`config.mk`:
```
export PLATFORM = sky130hd
export DESIGN_NAME = poly_loader
export DESIGN_NICKNAME = d
export VERILOG_FILES = /design/src/rtl/kyber_pkg.sv /design/src/rtl/coef_cond_sub.sv /design/src/rtl/poly_loader.sv
export SDC_FILE = /design/constraint.sdc
export NUM_CORES = 1
export LEC_CHECK = 0
export BUFFER_PORTS_ARGS = -buffer_cell sky130_fd_sc_hd__buf_2
export CAP_MARGIN = 20
export CORE_ASPECT_RATIO = 1.4
export CORE_MARGIN = 4
export CORE_UTILIZATION = 50
export CTS_BUF_LIST = sky130_fd_sc_hd__clkbuf_2
export DETAILED_ROUTE_END_ITERATION = 7
export PLACE_DENSITY = 0.7
export SLEW_MARGIN = 5
export SYNTH_ARGS = -nofsm -noshare
export SYNTH_HDL_FRONTEND = slang
export SYNTH_SLANG_ARGS = --single-unit
```
`constraint.sdc`:
```
create_clock -name clk -period 19.8 [get_ports clk]
set_clock_uncertainty 0.2 [all_clocks]
set_input_delay 0.99 -clock clk [delete_from_list [all_inputs] [get_ports clk]]
set_output_delay 0.99 -clock clk [all_outputs]
set_load 0.01 [all_outputs]
```
`src/rtl/kyber_pkg.sv`:
```
// Shared Kyber constants and loader state type.
package kyber_pkg;

  localparam int KYBER_Q        = 3329;
  localparam int COEF_W         = 12;
  localparam int COEFS_PER_WORD = 8;
  localparam int WORDS_PER_POLY = 32;
  localparam int WORD_W         = COEF_W * COEFS_PER_WORD;
  localparam int LANE_W         = $clog2(COEFS_PER_WORD);
  localparam int WIDX_W         = $clog2(WORDS_PER_POLY);

  typedef enum logic [1:0] {
    ST_IDLE   = 2'd0,
    ST_LOAD   = 2'd1,
    ST_FINISH = 2'd2
  } load_state_e;

endpackage

```
`src/rtl/coef_cond_sub.sv`:
```
// Combinational single conditional subtraction of q.
// A 12-bit input is always < 2q, so one subtraction fully reduces it.
module coef_cond_sub
  import kyber_pkg::*;
(
  input  logic [COEF_W-1:0] x_i,
  output logic [COEF_W-1:0] y_o,
  output logic              ge_q_o
);

  assign ge_q_o = (x_i >= COEF_W'(KYBER_Q));
  assign y_o    = ge_q_o ? (x_i - COEF_W'(KYBER_Q)) : x_i;

endmodule

```
`src/rtl/poly_loader.sv`:
```
// Polynomial loader: packs sampled coefficients 8 per word and writes
// 32 words starting at base_addr (address wraps modulo 256).
// Optional build macro POLY_LOADER_REJECT_EN: coefficients >= q are
// consumed and dropped (rejection sampling) instead of being reduced.
module poly_loader
  import kyber_pkg::*;
(
  input  logic                clk,
  input  logic                rst,
  input  logic                start,
  input  logic [7:0]          base_addr,
  input  logic [COEF_W-1:0]   in_coef,
  input  logic                in_valid,
  output logic                in_ready,
  output logic [WORD_W-1:0]   w_data,
  output logic [7:0]          w_addr,
  output logic                w_en,
  output logic                busy,
  output logic                done
);

  load_state_e         state_q;
  logic [7:0]          base_q;
  logic [WIDX_W-1:0]   word_idx_q;
  logic [LANE_W-1:0]   lane_q;
  logic [WORD_W-1:0]   buf_q;
  logic [WORD_W-1:0]   w_data_q;
  logic [7:0]          w_addr_q;
  logic                w_en_q;
  logic                done_q;

  logic [COEF_W-1:0]   red;
  logic                ge_q;
  logic [COEF_W-1:0]   coef_d;
  logic                hs;
  logic                keep;
  logic [WORD_W-1:0]   word_d;

  coef_cond_sub u_cond_sub (
    .x_i    (in_coef),
    .y_o    (red),
    .ge_q_o (ge_q)
  );

  assign in_ready = (state_q == ST_LOAD);
  assign busy     = (state_q != ST_IDLE);
  assign w_data   = w_data_q;
  assign w_addr   = w_addr_q;
  assign w_en     = w_en_q;
  assign done     = done_q;

  assign hs     = in_valid && in_ready;
  // Values below q pass through unchanged; ge_q picks the reduced form.
  assign coef_d = ge_q ? red : in_coef;

`ifdef POLY_LOADER_REJECT_EN
  assign keep = hs && !ge_q;
`else
  assign keep = hs;
`endif

  // Insert the incoming coefficient into the current lane of the packing buffer.
  always_comb begin
    word_d = buf_q;
    word_d[int'(lane_q) * COEF_W +: COEF_W] = coef_d;
  end

  // Loader FSM: packing buffer feeds the output register, which acts as the
  // second buffer so a handshake in a write cycle starts the next word cleanly.
  always_ff @(posedge clk or posedge rst) begin
    if (rst) begin
      state_q    <= ST_IDLE;
      base_q     <= '0;
      word_idx_q <= '0;
      lane_q     <= '0;
      buf_q      <= '0;
      w_data_q   <= '0;
      w_addr_q   <= '0;
      w_en_q     <= 1'b0;
      done_q     <= 1'b0;
    end else begin
      w_en_q <= 1'b0;
      done_q <= 1'b0;
      case (state_q)
        ST_IDLE: begin
          if (start) begin
            base_q     <= base_addr;
            word_idx_q <= '0;
            lane_q     <= '0;
            buf_q      <= '0;
            state_q    <= ST_LOAD;
          end
        end
        ST_LOAD: begin
          if (keep) begin
            if (lane_q == LANE_W'(COEFS_PER_WORD - 1)) begin
              w_en_q     <= 1'b1;
              w_data_q   <= word_d;
              w_addr_q   <= base_q + {{(8 - WIDX_W){1'b0}}, word_idx_q};
              buf_q      <= '0;
              lane_q     <= '0;
              word_idx_q <= word_idx_q + WIDX_W'(1);
              if (word_idx_q == WIDX_W'(WORDS_PER_POLY - 1)) begin
                state_q <= ST_FINISH;
              end
            end else begin
              buf_q  <= word_d;
              lane_q <= lane_q + LANE_W'(1);
            end
          end
        end
        ST_FINISH: begin
          done_q  <= 1'b1;
          state_q <= ST_IDLE;
        end
        default: state_q <= ST_IDLE;
      endcase
    end
  end

endmodule

```
; Yosys cells after proc, flatten, opt, wreduce, memory -nomap -nowiden
; Index checks and enable logic that the tools add are counted.
[totals]
reg_bits = 220
inputBits = 24
output_inout_bits = 108
word_cells = 58
[op_classes]
add_sub_neg = 5
mul = 1
magnitude_cmp = 1
eq_ne = 8
shifts = 2
mux = 23
reduce_logical = 9
[ops]
columns = cell, count
row1 = $mux W96, 3
row2 = $pmux W96 S2, 1
row3 = $bwmux W96, 1
row4 = $shift A12 B33 Y96 const A, 1
row5 = $shiftx A12 B33 Y96, 1
row6 = $neg A7 Y33, 1
row7 = $mux W5, 3
row8 = $ge A12 B12 Y1 const B, 1
row9 = $mux W12, 1
row10 = $sub A12 B12 Y12 const B, 1
row11 = $pmux W5 S2, 1
row12 = $mux W3, 3
row13 = $add A8 B5 Y8, 1
row14 = $mux W2, 4
row15 = $reduce_and A4 Y1, 2
row16 = $ne A2 B1 Y1 const B, 3
row17 = $pmux W3 S2, 1
row18 = $reduce_and A3 Y1, 2
row19 = $add A5 B1 Y5 const B, 1
row20 = $eq A5 B5 Y1 const B, 1
row21 = $mul A3 B2 Y5 const B, 1
row22 = $mux W1, 4
row23 = $pmux W2 S2, 1
row24 = $reduce_bool A2 Y1, 2
row25 = other kinds (8), 8

; Logic depth before layout (Yosys ltp)
; Gate-level depths: netlist (run 1).
[depth]
ltp_word = 7
mapped_depth = 16
ltp_nobuf = 13

; Modules after synthesis
; Synthesis (run 1) repeated with hierarchy kept, for this count alone.
[unflattened]
hier_cells = 1140
hier_area_um2 = 11623.6
[by_module_without_submodules]
columns = module, n_inst, cells_each, area_each_um2, seq_area_each_um2
row1 = poly_loader, 1, 1094, 11279.6, 5505.3
row2 = coef_cond_sub, 1, 46, 344.1, 0.0

; Worst setup path before layout (run 1)
; No wires, ideal clock.
[synth_path]
path_kind = reg-to-reg
startpoint = reg lane_q[1]
endpoint = reg buf_q[6]
setup_time_ns = 0.140
t_arrival_ns = 3.300
required_time_ns = 19.460
path_slack_ns = 16.160
stages_incl_launch_ff = 16
path_buffers = 2
synth_period_minus_slack_ns = 3.640
cell_sequence = dfrtp_1 ha_1 inv_1 fa_1 xnor2_2 nor2_1 ha_1 clkbuf_1 nor2b_1 and4_1 clkbuf_1 nand2_1 o31ai_2 inv_1 a221oi_1 a211oi_1
[synth_between]
elab_chain_cells = 7
elab_cells_between_ends = 9
cone_classes = add/sub (1) / mul (1) / eq/ne (1) / shift (2) / mux (4)
[synth_rtl]
columns = item, line_no
row1 = "start, declared", poly_loader.sv:25  ; logic [LANE_W-1:0] lane_q;
row2 = "start signal, assigned", poly_loader.sv:108  ; lane_q <= lane_q + LANE_W'(1);
row3 = $mul A3 B2 Y5, poly_loader.sv:65  ; word_d[int'(lane_q) * COEF_W +: COEF_W] = coef_d;
row4 = $neg A7 Y33, poly_loader.sv:65
row5 = $shiftx A12 B33 Y96 or $shift A12 B33 Y96 (tied branches), poly_loader.sv:65
row6 = $bwmux W96, poly_loader.sv:65
row7 = $mux W96 (*), poly_loader.sv:96  ; if (lane_q == LANE_W'(COEFS_PER_WORD - 1)) begin
row8 = $mux W96 (*), poly_loader.sv:95  ; if (keep) begin
row9 = $pmux W96 S2 (*), poly_loader.sv:84  ; case (state_q)
row10 = "end signal, assigned", poly_loader.sv:107  ; buf_q <= word_d;
row11 = "end, declared", poly_loader.sv:26  ; logic [WORD_W-1:0] buf_q;
; Mark *: on every way between the ends. The rest lies on a longest branch, timed or not. The select of a mux whose other input is x is not followed.
; A chain may end at the register's enable or synchronous reset.

; Final worst setup path (run 1)
[layout_path]
startpoint = reg lane_q[0]
endpoint = reg buf_q[10]
; Same word-level chain as after synthesis.

==> results of run 1 <==
where the power goes:
| part | switching [uW] | internal [uW] |
|---|---|---|
| Clock | 180 | 114 |
| Sequential | 84.4 | 585 |
| Combinational | 713 | 335 |
metrics by stage:
stage | cell area [sq um] | std cells | hold slack (ns) | worst slack [ns] | utilization [%]
2_1_floorplan | 11400 | 1214 | 0.233 | 12.59 | -
3_3_place_gp | 12300 | 1595 | 0.252 | 14.93 | 54.5
3_5_place_dp | 12300 | 1595 | 0.260 | 14.83 | 54.5
4_1_cts | 12700 | 1676 | 0.0316 | 14.79 | 56.5
5_1_grt | 12700 | 1677 | 0.0342 | 14.26 | 56.5
6_report | 12700 | 1677 | 0.0375 | 14.67 | 56.5
worst register-to-register path: stages (launching register included):
cell,delay (ns)
dfrtp_1,0.98
ha_1,0.32
inv_1,0.06
fa_1,0.44
xnor2_2,0.39
nor2_1,0.13
ha_1,0.51
nor2b_1,0.18
and4_1,0.48
and2_1,0.39
a41oi_1,0.19
nor2_1,0.44
nor2_1,0.07
a311oi_1,0.25
Yosys cell counts (7+ instances only):
library cell / count
a21o_1: 15
a21oi_1: 39
a221o_1: 17
a22o_1: 29
a22oi_1: 9
a31oi_1: 12
a32o_1: 13
and2_1: 16
and3_1: 23
buf_2: 7
clkbuf_1: 52
dfrtp_1: 220
ha_1: 17
inv_1: 18
mux2_2: 9
mux2i_1: 37
nand2_1: 208
nand2b_1: 7
nand3_1: 34
nor2_1: 75
nor2b_1: 9
nor3_1: 21
o21ai_0: 151
o21ai_1: 16
o22ai_1: 10
xnor2_1: 9
xor2_1: 7
kinds of logic (layout without fill, tap and decap cells):
group / after synthesis / after routing / share of synthesized area [%]
simple gates: 434 / 434 / 17.6
compound gates: 387 / 387 / 22.8
flops: 220 / 220 / 48.3
buf+inv: 89 / 250 / 3.24
mux: 47 / 47 / 4.27
fa+ha+maj: 19 / 19 / 2.22
xor+xnor: 18 / 18 / 1.52
other cells: 0 / 1 / 0
sequential cells by signal, indices dropped and copies added (netlist names):
signal and count:
done 1, word_idx_q 5, w_en 1, base_q 8
w_data 96, w_addr 8, state_q 2, lane_q 3
buf_q 96
cell type report:
| class | count | area (sq um) |
|---|---|---|
| Multi-Input combinational cell | 905 | 5530 |
| Sequential cell | 220 | 5510 |
| Clock buffer | 63 | 315 |
| Antenna cell | 1 | 2.50 |
| Fill cell | 2116 | 9810 |
| Timing Repair Buffer | 146 | 768 |
| Tap cell | 301 | 377 |
| Inverter | 23 | 93.8 |
| Clock inverter | 18 | 129 |
per-layer routing:
metal | vias up | track usage [%] | wire length [microns]
met5 | - | 0 | 0
met4 | 0 | 14.3 | 1730
met3 | 123 | 4.91 | 2000
met2 | 431 | 43.9 | 16700
met1 | 4931 | 34.0 | 13900
li1 | 4729 | - | -
how the worst max path moves through the flow:
| stage | slack (ns) | end | start |
|---|---|---|---|
| global placement | 14.93 | buf_q[36]$_DFFE_PP0P_ | lane_q[0]$_DFFE_PP0P_ |
| finish | 14.67 | buf_q[10]$_DFFE_PP0P_ | lane_q[0]$_DFFE_PP0P_ |
| CTS | 14.79 | buf_q[10]$_DFFE_PP0P_ | lane_q[0]$_DFFE_PP0P_ |
| detailed placement | 14.83 | buf_q[10]$_DFFE_PP0P_ | lane_q[0]$_DFFE_PP0P_ |
| floorplan | 12.59 | base_q[0]$_DFFE_PP0P_ | rst |
| global route | 14.26 | buf_q[10]$_DFFE_PP0P_ | lane_q[0]$_DFFE_PP0P_ |
==> run_results.csv, run 1 <==
group,metric,value,unit
synth,synth_top_area_cell,"dfrtp_1",
setup_path,crit_family,"simple AND/OR/NAND/NOR gates",
setup_path,r2r_cells,13,
clocking,tritoncts,"built",
sta,rsz0062_at_grt,"false",
floorplanning,die_h,187,microns
setup_path,r2r-end,"buf_q[10]$_DFFE_PP0P_",
setup_path,reg2reg_from,"lane_q[0]$_DFFE_PP0P_",
sta,finalCriticalPeriod,5.13,ns
global_route,track_usage,27.0,%
sta,final-setup-viol-count,0,
floorplanning,core_area,0.0225,sq mm
hold_path,min_path_type,"input pin to async pin",
floorplanning,io_pins,132,
sta,slew_headroom,27.0,%
clocking,cts_buffers,49,
setup_path,critPathMaxStageDelay,0.98,ns
power_and_ir_drop,power.total,2010,uW
floorplanning,die_x,136,microns
routing,post-route-drc-count,0,
setup_path,r2r_setup_slack,14.67,ns
finish,syn_to_final_growth,11.7,%
routing,routedWlPerCell,20.5,microns
global_route,grt-ovfl-total,0,
place,gp_congestion,1.00,
power_and_ir_drop,power.density,158,mW/mm^2
synth,async_reset_ff_share,100,%
routing,wl,34300,microns
synth,synth_top_flop_cell,"dfrtp_1",
sta,hold_viol,0,
setup_path,cp_slowest_cell,"dfrtp_1",
synth,synth_edf_count,0,
synth,ys_seq_elements,220,
synth,netlist_area,0.0114,sq mm
sta,drv_slew,0,
setup_path,criticalPathCategory,"flop to flop",
clocking,cts_resized,0,
setup_path,cp_cell_sequence,"ha_1 > inv_1 > fa_1 > xnor2_2 > nor2_1 > ha_1 > nor2b_1 > and4_1 > and2_1 > a41oi_1 > nor2_1 > nor2_1 > a311oi_1",
sta,worst_pin_slew,1.10,ns
routing,viasPerCell,6.09,
sta,fin_crit_sh,25.9,%
finish,layout_commonest_cell,"dfrtp_1",
sta,max_freq,195,MHz
global_route,antenna_found_initial,1,
setup_path,crit_cells,13,
synth,yosysSeqAreaShare,48.3,%
clocking,htree_levels,2,
synth,synth_top_cell_area_share,48.3,%
routing,first_pass_iters,7,
power_and_ir_drop,irDropWorstVdd,0.0731,mV
setup_path,cp-end-kind,"flop",
place,io_buffers,131,
global_route,grt_pass1_vias,10219,
clocking,cts_sinks,220,
global_route,grt_start_max_net_pins,104,
clocking,cts_hold_buf,0,
run_status,status,"finished clean",
run,drv_cap,0,
clocking,cts_max_path_buffers,3,
finish,final_cell_mix,"220 x dfrtp_1, 208 x nand2_1, 151 x o21ai_0",
setup_path,required,20.30,ns
synth,synth_warnings,0,
floorplanning,row_count,65,
setup_path,cpMostUsedCell,"nor2_1",
synth,avgSynthCellArea,9.38,sq um
place,dp_hpwl,24200,microns
clocking,root_buffer,"clkbuf_2",
finish,drive_gt1_share,18.5,%
finish,num-nets-final,1388,
synth,syn-num-nets,1257,
floorplanning,die_area,0.0253,sq mm
power_and_ir_drop,p_leak,0.00616,uW
floorplanning,initial_utilization,50.6,%
clocking,clock_latency,0.84,ns
routing,postRouteAntennaNets,0,
synth,synth_cell_types,84,
setup_path,cp_data_arrival_time,5.63,ns
setup_path,crit_fanout,30,
routing,dr_total_vias,10214,
setup_path,critical_path_buf_inv_count,1,
clocking,cts_setup_buffers,0,
routing,drtIter0Drc,680,
clocking,clk_pin_slew,0.11,ns
sta,final.setup.tns,0,ns
synth,synth_cells,1214,
synth,ys_top_cells_by_area,"dfrtp_1 48%, nand2_1 6.9%, o21ai_0 6.6%",
global_route,grt_pass1_wl,54800,microns
setup_path,critPathLaunchType,"flop",
Power figures use the tool's default switching activity.
==> run 2: changes to the inputs <==
Settings changed: PLACE_DENSITY 0.7 to 0.73.
Clock period 19.8 ns to 4.6 ns, I/O delays scaled along.
==> run 2 against run 1 <==
Critical path type unchanged. Global-route usage is 0.10 points lower. Largest cell class unchanged. Clock power grew to 4.1 times the previous value. Via count is 2.5% higher. Largest power group unchanged. The run now ends with design-rule violations left.
==> run_results.csv, run 2 (synthesis results as in run 1) <==
group,metric,value,unit
power_and_ir_drop,power.density,668,mW/mm^2
routing,postRouteAntennaNets,0,
clocking,root_buffer,"clkbuf_2",
finish,syn_to_final_growth,15.7,%
hold_path,hp-start,"in_coef[3]",
setup_path,crit_start,"lane_q[1]$_DFFE_PP0P_",
place,io_buffers,131,
routing,viasPerCell,6.05,
sta,rsz0062_at_grt,"false",
routing,drtIter0Drc,993,
sta,fin_crit_sh,90.9,%
floorplanning,die_x,136,microns
setup_path,r2r_setup_slack,0.42,ns
setup_path,reg2reg_from,"lane_q[1]$_DFFE_PP0P_",
sta,worst_pin_slew,1.00,ns
sta,drv_slew,0,
setup_path,cpMostUsedCell,"nor2_1",
finish,fillCellCount,2030,
clocking,cts_sinks,220,
routing,wl,34200,microns
power_and_ir_drop,p_sw,4290,uW
clocking,cts_resized,0,
place,dp_hpwl,23700,microns
global_route,track_usage,26.9,%
finish,num-nets-final,1439,
setup_path,criticalPathCategory,"flop to flop",
clocking,clk_pin_slew,0.09,ns
global_route,use_met1,32.8,%
setup_path,critPathMaxStageDelay,0.46,ns
clocking,cts_setup_buffers,0,
clocking,tritoncts,"built",
sta,slew_headroom,33.1,%
power_and_ir_drop,p_leak,0.00638,uW
run_status,violations,"design-rule violations",
sta,finalCriticalPeriod,4.18,ns
clocking,htree_levels,2,
power_and_ir_drop,cellInternalPower,4510,uW
global_route,gr-usage-met3,4.83,%
finish,finish.utilization,58.5,%
sta,final-setup-viol-count,0,
clocking,cts_buffers,53,
routing,post-route-drc-count,10,
floorplanning,die_h,187,microns
hold_path,min_path_type,"input pin to flop",
floorplanning,initial_utilization,50.6,%
clocking,cts_max_path_buffers,3,
finish,final_cell_mix,"220 x dfrtp_1, 208 x nand2_1, 151 x o21ai_0",
sta,hold_viol,0,
routing,routedWlPerCell,19.8,microns
routing,first_pass_iters,8,
place,gp_congestion,1.01,
power_and_ir_drop,sw_frac_of_total,48.8,%
power_and_ir_drop,p_comb_share,53.8,%
global_route,grt_pass1_wl,55100,microns
global_route,grtUsageMet2,46.2,%
setup_path,cp-end-kind,"flop",
clocking,clock_latency,0.81,ns
place,post-place-ws,0.510,ns
routing,dr_total_vias,10472,
run_status,status,"finished with violations",
floorplanning,io_pins,132,
finish,drive_gt1_share,19.0,%
power_and_ir_drop,irDropWorstVdd,0.353,mV
run,drv_cap,0,
global_route,top_usage_layer,"met2",
setup_path,cp_data_arrival_time,4.65,ns
sta,timing.final.ws_setup,0.420,ns
setup_path,crit_fanout,11,
setup_path,cp_slowest_cell,"and4_1",
finish,layout_commonest_cell,"dfrtp_1",
sta,max_freq,239,MHz
global_route,grt_pass1_vias,10768,
sta,final.setup.tns,0,ns
setup_path,required,5.07,ns
floorplanning,core_area,0.0225,sq mm
global_route,grt-ovfl-total,0,
floorplanning,die_area,0.0253,sq mm
global_route,grt_start_max_net_pins,130,
sta,whs,0.0617,ns
global_route,antenna_found_initial,1,
power_and_ir_drop,seqPwrFrac,32.6,%
setup_path,critPathLaunchType,"flop",
floorplanning,row_count,65,
power_and_ir_drop,p_clk_share,13.6,%
setup_path,cp_cell_sequence,"ha_1 > inv_1 > fa_1 > xnor2_2 > nor2_1 > ha_1 > nor2b_1 > and4_1 > and2_1 > a41oi_1 > nor2_1 > nor2_1 > a311oi_1",
==> run 2: power groups by stage <==
stage / Sequential, uW / Clock, uW / Combinational [uW]
6_report: 2870 / 1200 / 4730
5_1_grt: 2940 / 1340 / 5110
4_1_cts: 2870 / 1230 / 4630
3_5_place_dp: 2900 / 0 / 4560
3_3_place_gp: 2890 / 0 / 4490
2_1_floorplan: 2960 / 0 / 2960
==> run 2: cell type report <==
type,instances,area [sq um],area share (%)
clock buffer,72,360,2.74
inverter,23,90.1,0.684
multi-input combinational,905,5530,42.0
timing repair buffer,193,1250,9.46
sequential,220,5510,41.8
tap,301,377,2.86
clock inverter,15,63.8,0.484
antenna,1,2.50,0.0190
==> run 2: critical path, delay by kind of cell (launching register included) <==
kind,cells,cell delay (ns)
AND/OR/NAND/NOR,6,1.53
buffers and inverters,1,0.06
AO/OA/AOI/OAI,2,0.42
XOR/XNOR,1,0.43
adder cells (fa/ha/maj),3,1.04
flip-flops,1,0.41
==> run 2: through the flow <==
step           area [sq um]  total power [uW]  instances
6_report              13200              8800       1730
5_1_grt               13200              9380       1730
4_1_cts               13100              8720       1728
3_5_place_dp          12400              7460       1604
3_3_place_gp          12400              7380       1604
2_1_floorplan         11400              5920       1214
==> run 2: final timing paths <==
path                                          endpoint  cells past startpoint
worst max register to register   buf_q[11]$_DFFE_PP0P_                     13
worst min register to register   buf_q[72]$_DFFE_PP0P_                      2
worst min-delay path             buf_q[71]$_DFFE_PP0P_                      5
min in group asynchronous       w_data[49]$_DFFE_PP0P_                      4
max in group asynchronous         buf_q[8]$_DFFE_PP0P_                      5
worst max-delay path             buf_q[11]$_DFFE_PP0P_                     13
==> run 2: layer usage <==
| metal | vias to the layer above | part of all wire [%] |
|---|---|---|
| met5 | - | 0 |
| met4 | 0 | 4.2 |
| met3 | 118 | 7.0 |
| met2 | 435 | 50 |
| met1 | 5103 | 39 |
| li1 | 4816 | - |
==> run 2: what timing repair did <==
| item | in CTS | in global routing |
|---|---|---|
| endpoints found under the hold margin | 291 | 0 |
| endpoints found under the setup margin | 0 | 0 |
| hold buffers | 37 | 0 |
==> run 3: changes to the inputs <==
Settings changed: CORE_ASPECT_RATIO 1.4 to default, PLACE_DENSITY 0.73 to 0.7, SETUP_SLACK_MARGIN from default to 0.5.
Clock period 4.6 ns to 4.72 ns, I/O delays scaled along.
==> run 3 against run 2 <==
The run now ends clean. Non-clock buffer count is 13 higher. Combinational power rose by 0.8%. Fmax is 5.9% higher. Cell count is essentially flat. Routed wire length up 4.9%. Via count rose by 0.22%. Largest cell class unchanged.
==> run_results.csv, run 3 (synthesis results as in run 1) <==
group,metric,value,unit
setup_path,cp_data_arrival_time,4.47,ns
routing,routedWlPerCell,20.7,microns
power_and_ir_drop,irDropWorstVdd,0.346,mV
finish,layout_commonest_cell,"dfrtp_1",
floorplanning,io_pins,132,
setup_path,cp-end-kind,"flop",
sta,fin_crit_sh,83.6,%
power_and_ir_drop,p_comb_share,53.8,%
global_route,antenna_found_initial,1,
sta,final-setup-viol-count,0,
finish,final_cell_mix,"220 x dfrtp_1, 208 x nand2_1, 151 x o21ai_0",
routing,drtIter0Drc,894,
global_route,grt-ovfl-total,0,
power_and_ir_drop,sw_frac_of_total,48.2,%
place,gp_congestion,0.991,
routing,viasPerCell,6.06,
global_route,grt_start_max_net_pins,130,
floorplanning,row_count,54,
setup_path,criticalPathCategory,"flop to flop",
floorplanning,die_x,159,microns
setup_path,required,5.25,ns
sta,slew_headroom,33.1,%
finish,seqCellArea,0.00551,sq mm
sta,max_freq,253,MHz
finish,fillCellCount,1991,
run_status,status,"finished clean",
hold_path,min_path_type,"input pin to flop",
power_and_ir_drop,p_leak,0.00648,uW
run,drv_cap,0,
power_and_ir_drop,p_sw,4270,uW
sta,final.setup.tns,0,ns
clocking,tritoncts,"built",
power_and_ir_drop,p_clk_share,14.7,%
power_and_ir_drop,seqPwrFrac,31.5,%
sta,finalCriticalPeriod,3.95,ns
routing,wl,35900,microns
place,dpl_cell_area,0.0124,sq mm
floorplanning,die_area,0.0253,sq mm
sta,rsz0062_at_grt,"false",
finish,multiInputGateArea,0.00555,sq mm
floorplanning,core_area,0.0221,sq mm
clocking,htree_levels,2,
finish,num-nets-final,1455,
sta,worst_pin_slew,1.00,ns
global_route,grt_pass1_vias,10427,
setup_path,critPathLaunchType,"flop",
finish,finish.instance_area,0.0133,sq mm
routing,postRouteAntennaNets,0,
clocking,clock_latency,0.88,ns
clocking,root_buffer,"clkbuf_2",
routing,first_pass_iters,6,
floorplanning,die_h,159,microns
finish,syn_to_final_growth,16.9,%
setup_path,crit_fanout,29,
sta,whs,0.0907,ns
finish,drive_gt1_share,20.3,%
clocking,cts_max_path_buffers,3,
global_route,grt_pass1_wl,57000,microns
sta,drv_slew,0,
clocking,cts_buffers,56,
floorplanning,initial_utilization,51.6,%
routing,dr_total_vias,10495,
place,dp_hpwl,24600,microns
place,io_buffers,131,
power_and_ir_drop,power.density,665,mW/mm^2
routing,post-route-drc-count,0,
sta,hold_viol,0,
global_route,track_usage,27.6,%
power_and_ir_drop,cellInternalPower,4590,uW
clocking,cts_sinks,220,
clocking,clk_pin_slew,0.10,ns
==> run 3: cell count changes in the layout (fill, tap and decap cells not counted), sizes merged <==
| cell | previous run | this run |
|---|---|---|
| dlygate4sd3 | 37 | 39 |
| clkinv | 15 | 13 |
| bufinv | 0 | 1 |
| clkbuf | 72 | 82 |
| buf | 156 | 167 |
==> run 3: routing by layer <==
| layer | up-vias | track usage [%] | wire length, microns |
|---|---|---|---|
| met5 | - | 0 | 0 |
| met4 | 0 | 10.2 | 1240 |
| met3 | 109 | 6.16 | 2770 |
| met2 | 438 | 43.6 | 16100 |
| met1 | 5077 | 37.8 | 15800 |
| li1 | 4871 | - | - |
==> run 3: metrics by stage <==
step	util (%)	worst slack, ns	std cells	total power [uW]
finish	60.3	0.774	1731	8860
global route	60.3	0.570	1731	9440
CTS	60.1	0.602	1727	8750
detailed placement	56.1	0.558	1592	7380
global placement	56.1	0.732	1592	7330
floorplan	-	1.08	1214	5770
==> run 3: timing repair <==
item,CTS,global route
setup endpoints to repair,0,16
hold endpoints to repair,202,0
resized for setup,0,5
hold buffers,39,0
buffers inserted,0,2
==> run 3: cell type report <==
class                           instances  share of cell area (%)
Timing Repair Buffer                  206                    9.96
Tap cell                              280                    2.63
Inverter                               23                   0.676
Clock inverter                         14                   0.629
Sequential cell                       220                    41.3
Clock buffer                           82                    3.08
Antenna cell                            1                  0.0188
Multi-Input combinational cell        905                    41.7
==> run 3: worst paths after layout <==
| kind | startpoint | end | slack [ns] | depth (start not counted) |
|---|---|---|---|---|
| max | lane_q[0]$_DFFE_PP0P_ | buf_q[53]$_DFFE_PP0P_ | 0.77 | 10 |
| min | in_valid | state_q[1]$_DFFE_PP0P_ | 0.09 | 4 |
| max reg2reg | lane_q[0]$_DFFE_PP0P_ | buf_q[53]$_DFFE_PP0P_ | 0.77 | 10 |
| min reg2reg | w_data[21]$_DFFE_PP0P_ | w_data[21]$_DFFE_PP0P_ | 0.28 | 2 |
| max in group asynchronous | rst | w_data[71]$_DFFE_PP0P_ | 2.63 | 6 |
| min in group asynchronous | rst | w_data[51]$_DFFE_PP0P_ | 0.49 | 5 |
==> run 3: power groups by stage <==
stage               sequential [uW]  combinational (uW)  clock (uW)
floorplan                      2890                2880           0
global placement               2800                4530           0
detailed placement             2820                4560           0
CTS                            2790                4630        1330
global route                   2860                5160        1430
finish                         2790                4770        1300
==> run 3: critical path, stage by stage (launching register included) <==
cell and delay (ns):
dfrtp_1 0.36, buf_4 0.31, inv_2 0.18, ha_1 0.53, nor2b_1 0.22, buf_4 0.17
nor2_1 0.46, nand3_1 0.15, a21oi_1 0.62, o21ai_0 0.34, a22o_1 0.30
